===== src/rtl/sub_seq_pkg.sv =====
// Shared types for the multi-precision subtract sequencer: FSM state encoding and
// the word-index width helper.
package sub_seq_pkg;

  typedef enum logic [1:0] {
    IDLE = 2'd0,
    RUN  = 2'd1,
    DONE = 2'd2
  } state_t;

  // A single-word operand still needs a 1-bit index register.
  function automatic int idx_width(input int n);
    return (n <= 1) ? 1 : $clog2(n);
  endfunction

endpackage


===== src/rtl/param_subtractor.sv =====
// Combinational WIDTH-bit unsigned subtractor slice with borrow out; no borrow in.
// Zero latency, no flow control.
module param_subtractor #(
  parameter int WIDTH = 8
) (
  input  logic [WIDTH-1:0] a,
  input  logic [WIDTH-1:0] b,
  output logic [WIDTH-1:0] diff,
  output logic             borrow
);

  assign {borrow, diff} = {1'b0, a} - {1'b0, b};

endmodule


===== src/rtl/param_sub_sequencer.sv =====
// Word-serial WIDTH*NWORDS subtractor: out_valid rises NWORDS edges after accept.
// Backpressure holds DONE with stable outputs; in_ready is low until the result leaves.
module param_sub_sequencer
  import sub_seq_pkg::*;
#(
  parameter int WIDTH  = 8,
  parameter int NWORDS = 4
) (
  input  logic                    clk,
  input  logic                    rst_n,
  input  logic                    in_valid,
  output logic                    in_ready,
  input  logic [WIDTH*NWORDS-1:0] a_in,
  input  logic [WIDTH*NWORDS-1:0] b_in,
  output logic                    out_valid,
  input  logic                    out_ready,
  output logic [WIDTH*NWORDS-1:0] diff_out,
  output logic                    borrow_out
);

  localparam int TW = WIDTH * NWORDS;
  localparam int IW = idx_width(NWORDS);
  localparam logic [IW-1:0] LAST = IW'(NWORDS - 1);

  state_t          state, state_nxt;
  logic [TW-1:0]   a_q, b_q, diff_q;
  logic [IW-1:0]   idx;
  logic            bin, borrow_q;
  logic [WIDTH-1:0] a_w, b_w, s, word;
  logic            sb, bout;

  assign a_w = a_q[idx*WIDTH +: WIDTH];
  assign b_w = b_q[idx*WIDTH +: WIDTH];

  param_subtractor #(.WIDTH(WIDTH)) u_slice (
    .a      (a_w),
    .b      (b_w),
    .diff   (s),
    .borrow (sb)
  );

  // The slice has no borrow-in, so the incoming borrow is folded in here:
  // subtracting 1 from s only borrows further when s is zero.
  assign word = s - WIDTH'(bin);
  assign bout = sb | (bin & (s == '0));

  always_ff @(posedge clk or negedge rst_n) begin
    if (!rst_n) state <= IDLE;
    else        state <= state_nxt;
  end

  always_comb begin
    state_nxt = state;
    case (state)
      IDLE:    if (in_valid)    state_nxt = RUN;
      RUN:     if (idx == LAST) state_nxt = DONE;
      DONE:    if (out_ready)   state_nxt = IDLE;
      default: state_nxt = IDLE;
    endcase
  end

  always_comb begin
    in_ready  = (state == IDLE);
    out_valid = (state == DONE);
  end

  always_ff @(posedge clk or negedge rst_n) begin
    if (!rst_n) begin
      a_q      <= '0;
      b_q      <= '0;
      diff_q   <= '0;
      idx      <= '0;
      bin      <= 1'b0;
      borrow_q <= 1'b0;
    end else begin
      case (state)
        IDLE: begin
          if (in_valid) begin
            a_q <= a_in;
            b_q <= b_in;
            idx <= '0;
            bin <= 1'b0;
          end
        end
        RUN: begin
          diff_q[idx*WIDTH +: WIDTH] <= word;
          bin <= bout;
          idx <= idx + IW'(1);
          if (idx == LAST) borrow_q <= bout;
        end
        default: ;
      endcase
    end
  end

  assign diff_out   = diff_q;
  assign borrow_out = borrow_q;

endmodule


===== config.mk =====
export PLATFORM = sky130hd
export DESIGN_NAME = param_sub_sequencer
export DESIGN_NICKNAME = d
export VERILOG_FILES = /design/src/rtl/sub_seq_pkg.sv /design/src/rtl/param_subtractor.sv /design/src/rtl/param_sub_sequencer.sv
export SDC_FILE = /design/constraint.sdc
export NUM_CORES = 1
export LEC_CHECK = 0
export CORE_MARGIN = 5
export CORE_UTILIZATION = 39
export CTS_CLUSTER_DIAMETER = 150
export DETAILED_ROUTE_END_ITERATION = 10
export PLACE_DENSITY = 0.64
export SYNTH_ARGS = -nofsm -noshare
export SYNTH_HDL_FRONTEND = slang
export SYNTH_SLANG_ARGS = --single-unit

===== constraint.sdc =====
create_clock -name clk -period 3.5 [get_ports clk]
set_clock_uncertainty 0.1 [all_clocks]
set_input_delay 0.7 -clock clk [delete_from_list [all_inputs] [get_ports clk]]
set_output_delay 0.7 -clock clk [all_outputs]
set_load 0.02 [all_outputs]

* Yosys cells after proc, flatten, opt, wreduce, memory -nomap -nowiden
Index checks and enable logic that the tools add are counted.
** Cells by class
- Add/sub/neg operators :: 4
- Multiply operators :: 0
- Div/mod/pow operators :: 0
- $lt $le $gt $ge :: 0
- Eq/ne operators :: 6
- Shift operators :: 4
- Muxes and demuxes :: 9
- Bitwise logic cells :: 2
- Reductions and logical operators :: 7
** Operators with widths (number)
- indexed part select 32 x 6 -> 8 bit :: 2
- negation 5 -> 34 bit :: 1
- variable shift 8 x 34 -> 32 bit, first input constant :: 1
- indexed part select 8 x 34 -> 32 bit :: 1
- bitwise mux 32 bit :: 1
- subtractor 8 x 8 -> 9 bit :: 1
- zero test 8 bit :: 1
- 2-to-1 mux 2 bit :: 4
- subtractor 8 x 1 -> 8 bit :: 1
- case mux 2 bit (3 select lines) :: 1
- AND reduction 2 bit :: 3
- == test 2 bit, second input constant :: 2
- != test 2 bit, second input constant :: 2
- case mux 2 bit (2 select lines) :: 1
- AND reduction 3 bit :: 1
- adder 2 x 1 -> 2 bit, second input constant :: 1
- == test 2 x 1 -> 1 bit, second input constant :: 1
- zero test 2 bit :: 1
- != test 2 x 1 -> 1 bit, second input constant :: 1
- case mux 1 bit (2 select lines) :: 1
- nonzero test 2 bit :: 1
- bitwise AND 1 bit :: 1
- 2-to-1 mux 1 bit :: 1
- bitwise OR 1 bit :: 1
** Word-level totals
- Bits in registers :: 102
- Bits in latches :: 0
- Memory bits (writable) :: 0
- Bits in read-only memories :: 0
- Input bits :: 68
- Logic and storage cells :: 39
- Memories :: 0

* Logic depth before layout (Yosys ltp)
- Depth in word-level cells :: 6
- Depth in mapped cells :: 11
- Depth with buffers taken out :: 10

* Hierarchy
Synthesis repeated with hierarchy kept, for this count alone.
** Second synthesis, totals
- Cells, all modules :: 399
- Area total of the unflattened synthesis :: 5089.9 sq um
** By module, submodules not included
- param_sub_sequencer :: instances 1, cells each 351, area an instance 4735.8 sq um, sequential area each 2552.4 sq um
- param_subtractor :: instances 1, cells each 48, area an instance 354.1 sq um, sequential area each 0.0 sq um

* Worst setup path before layout
OpenSTA, ideal clock, no wires.
- Path kind :: register to register
- Start point :: register idx[0]
- End point :: register diff_q[15], in the netlist diff_out[15]
- Arrival time :: 3246 ps
- Required time :: 3277 ps
- Slack :: 31 ps
- Cell stages (with the launch flop) :: 11
- Buffers on the path :: 1
- Clock period less this slack :: 3469 ps
- Cells stage by stage :: dfrtp_1 buf_1 mux4_2 ha_1 fa_1 nand2b_1 a211oi_1 o21ai_1 a211oi_4 a211o_1 nand3_2
** Between the ends
- Longest elaborated chain between the ends :: 5
- Elaborated cells on any way between the ends :: 8
** RTL lines
- start, declared :: RTL line param_sub_sequencer.sv:27 : logic [IW-1:0] idx;
- start signal, assigned :: RTL line param_sub_sequencer.sv:88 : idx <= idx + IW'(1);
- indexed part select 32 x 6 -> 8 bit, on equally long branches :: RTL line param_sub_sequencer.sv:32, param_sub_sequencer.sv:33
- subtractor 8 x 8 -> 9 bit :: RTL line param_subtractor.sv:12 : assign {borrow, diff} = {1'b0, a} - {1'b0, b};
- subtractor 8 x 1 -> 8 bit :: RTL line param_sub_sequencer.sv:44 : assign word = s - WIDTH'(bin);
- indexed part select 8 x 34 -> 32 bit :: RTL line param_sub_sequencer.sv:86 : diff_q[idx*WIDTH +: WIDTH] <= word;
- bitwise mux 32 bit (*) :: RTL line param_sub_sequencer.sv:86
- end signal, assigned by index :: RTL line param_sub_sequencer.sv:86
- end, declared :: RTL line param_sub_sequencer.sv:26 : logic [TW-1:0] a_q, b_q, diff_q;
Every way passes the cells marked *; elsewhere a longest branch is shown, timed or not.
A chain may end at the register's enable or synchronous reset.

* Worst setup path in the final report
Same ends and word-level chain as after synthesis.

==> flow_metrics.tcl <==
set metrics [dict create \
    fp.dieH_um 121.8 \
    cts_hold_buf 0 \
    place_congestion 0.9147 \
    nets 702 \
    post_cts_buffers 0 \
    async_flop_share_pct 100.0 \
    fmax_mhz 307.5 \
    antenna_found_initial 0 \
    clk_pin_slew_worst_paths_ps 70 \
    drive_above_1_share_pct 9.003 \
    critPathMaxStageDelay_ps 510 \
    fill_cells 1116 \
    critPathTopFamily "compound AO/OA/AOI/OAI gates" \
    hold_viol_final 0 \
    critPathBufInv 2 \
    hpwlAfterDp_um 8811 \
    insertion_delay_ps 340 \
    r2r_slack_ps 250 \
    h-tree-depth 3 \
    register_area_mm2 0.002552 \
    cts_tree "done" \
    start_util_pct 40.11 \
    synth_top_cell_area_share_pct 52.32 \
    antenna_cells 0 \
    rr_endpoint "diff_out[15]" \
    crit_path_start_kind "flop" \
    period_share_pct 92.93 \
    ys_seq_area_share_pct 52.32 \
    routed_via_density 4.934 \
    ioPinCount 103 \
    drv_cap 0 \
    multiInputGateArea_mm2 0.002190 \
    setup_violations 0 \
    r2r_cells 10 \
    routed_wl_um 11640 \
    cts_inserted_buffers 9 \
    finalSetupTns_ps 0 \
    drc 0 \
    rsz0062_at_grt "no" \
    synth-edff-count 0 \
    drtIter0Drc 214 \
    reg2reg_from "idx[0]" \
    fin_util_pct 52.88 \
    syn_to_final_growth_pct 31.83 \
    dieArea_mm2 0.01485 \
    grt_pass1_wl_um 19830 \
    status "completed" \
    crit_required_ps 3680 \
    hp-start "b_q[20]" \
    worst_slew_pin_slew_ps 1113 \
    avgSynthCellArea_um2 9.547 \
    syn_nets 596 \
    drt_first_pass_iters 4 \
    yosysTopAreaCell "dfrtp_1" \
    relSlewSlack_pct 25.77 \
    whs_endpoint "b_q[20]" \
    numPortBuffers 102 \
    overflow 0 \
    grt_start_max_net_pins 92 \
    ant_nets 0 \
    synth_seq_cells 102 \
    min_path_cells 2 \
    core-area_mm2 0.01216 \
    slew_violations 0 \
    cp-end-kind "flop" \
    finalInstanceArea_mm2 0.006431 \
    synthFlopType "dfrtp_1" \
    crit_slowest_cell "mux4_2" \
    finalCriticalPeriod_ps 3252 \
    dr_total_vias 3898 \
    cts_resized 0 \
    dpl-instance-area_mm2 0.006133 \
    synthDistinctLibCells 41 \
    grt_pass1_vias 4056 \
    ys_warn_count 0 \
    synth.area.top_cells "dfrtp_1 (52%), nand2_1 (17%), mux4_2 (7.4%)" \
    cts_buffer_depth 2 \
    die_w_um 121.8 \
    syn-instance-count 511 \
    grt_usage_pct 16.65 \
    rows 40 \
    crit_chain "buf_12 -> mux4_2 -> ha_1 -> a21o_1 -> or3b_1 -> o211ai_2 -> a211oi_4 -> buf_4 -> a211o_1 -> nand3_2" \
    clkSinkCount 102 \
    worstPathArrival_ps 3430 \
    clockRootBuffer "clkbuf_16" \
    route.detailed.wl_per_inst_um 14.73 \
    syn_area_mm2 0.004878 \
    cp_max_fo 10 \
    critical_path_class "flop to flop" \
    hold_class "flop to flop" \
]
worst reg2reg max path, delay by kind of cell, from the launching register on:
family	cells	cell delay (ps)
AO/OA/AOI/OAI	4	900
flip-flops	1	470
buffers and inverters	2	370
multiplexers	1	510
AND/OR/NAND/NOR	2	460
adder cells (fa/ha/maj)	1	390
cells in the mapped netlist (all sizes together), types with 5 or more instances:
master,number
a21oi,9
a22o,8
buf,8
clkbuf,12
dfrtp,102
ha,16
inv,16
mux4,16
nand2,226
nand3,8
nand4,7
nor2,11
o21ai,26
xnor2,5
flip-flops by register name, indices dropped and copies added (netlist names):
signal      flops
bin             1
borrow_out      1
a_q            32
idx             2
diff_out       32
state           2
b_q            32
cell usage in the layout, fill, tap and decap left out, types with 2 or more instances in the layout:
cell type,instances
clkdlybuf4s50_1,101
clkbuf_16,9
dfrtp_1,102
o21ai_0,21
a22o_1,8
a211oi_1,2
a211o_1,4
nand3_1,3
nand3_2,5
nor2b_1,4
xnor2_1,5
inv_1,16
nand4_1,7
inv_6,3
nand2_1,225
o21ai_1,5
buf_4,13
a21oi_1,9
nor2_1,11
ha_1,16
nand2b_1,3
xor2_1,4
or3_1,3
a21o_1,2
nor3_1,3
mux4_2,16
cell type report:
cell class	count	area share, %
sequential	102	39.69
multi-input combinational	373	34.05
timing repair buffer	115	17.55
clock buffer	10	3.716
tap	168	3.268
inverter	16	0.9339
clock inverter	6	0.7977
stage by stage:
stage	setup WS [ps]	std cells	hold WS, ps
6_report	247.6	790	375.7
5_1_grt	76.03	790	396.6
4_1_cts	187.1	789	376.5
3_5_place_dp	211.6	773	359.9
3_3_place_gp	315.8	773	353.7
2_1_floorplan	31.27	511	304.4
worst max-delay path by stage:
stage                              end  cells after the start   start
after global placement     diff_out[7]                      9  idx[0]
after detailed placement  diff_out[15]                      9  idx[0]
after global routing      diff_out[15]                     10  idx[0]
after floorplan           diff_out[15]                     10  idx[0]
final                     diff_out[15]                     10  idx[0]
after CTS                 diff_out[15]                      9  idx[0]
routing by layer:
layer,track usage (%),routed length [um],vias to the layer above
li1,-,-,1912
met1,22.23,5188,1857
met2,27.38,5666,115
met3,3.853,629,14
met4,4.552,153,0
met5,0,0,-
logic make-up after synthesis:
logic type | after synthesis | share of synthesized area [%]
muxes | 17 | 7.592
and+or+nand+nor | 273 | 23.34
buffers and inverters | 36 | 2.872
DFF | 102 | 52.32
AOI/OAI and AO/OA | 57 | 7.745
xor gates and xnor gates | 9 | 1.616
adders and majority gates | 17 | 4.514
Power is left out: the tool's default activity adds up to more than one toggle a clock period on the data nets, which glitch-free logic cannot reach.
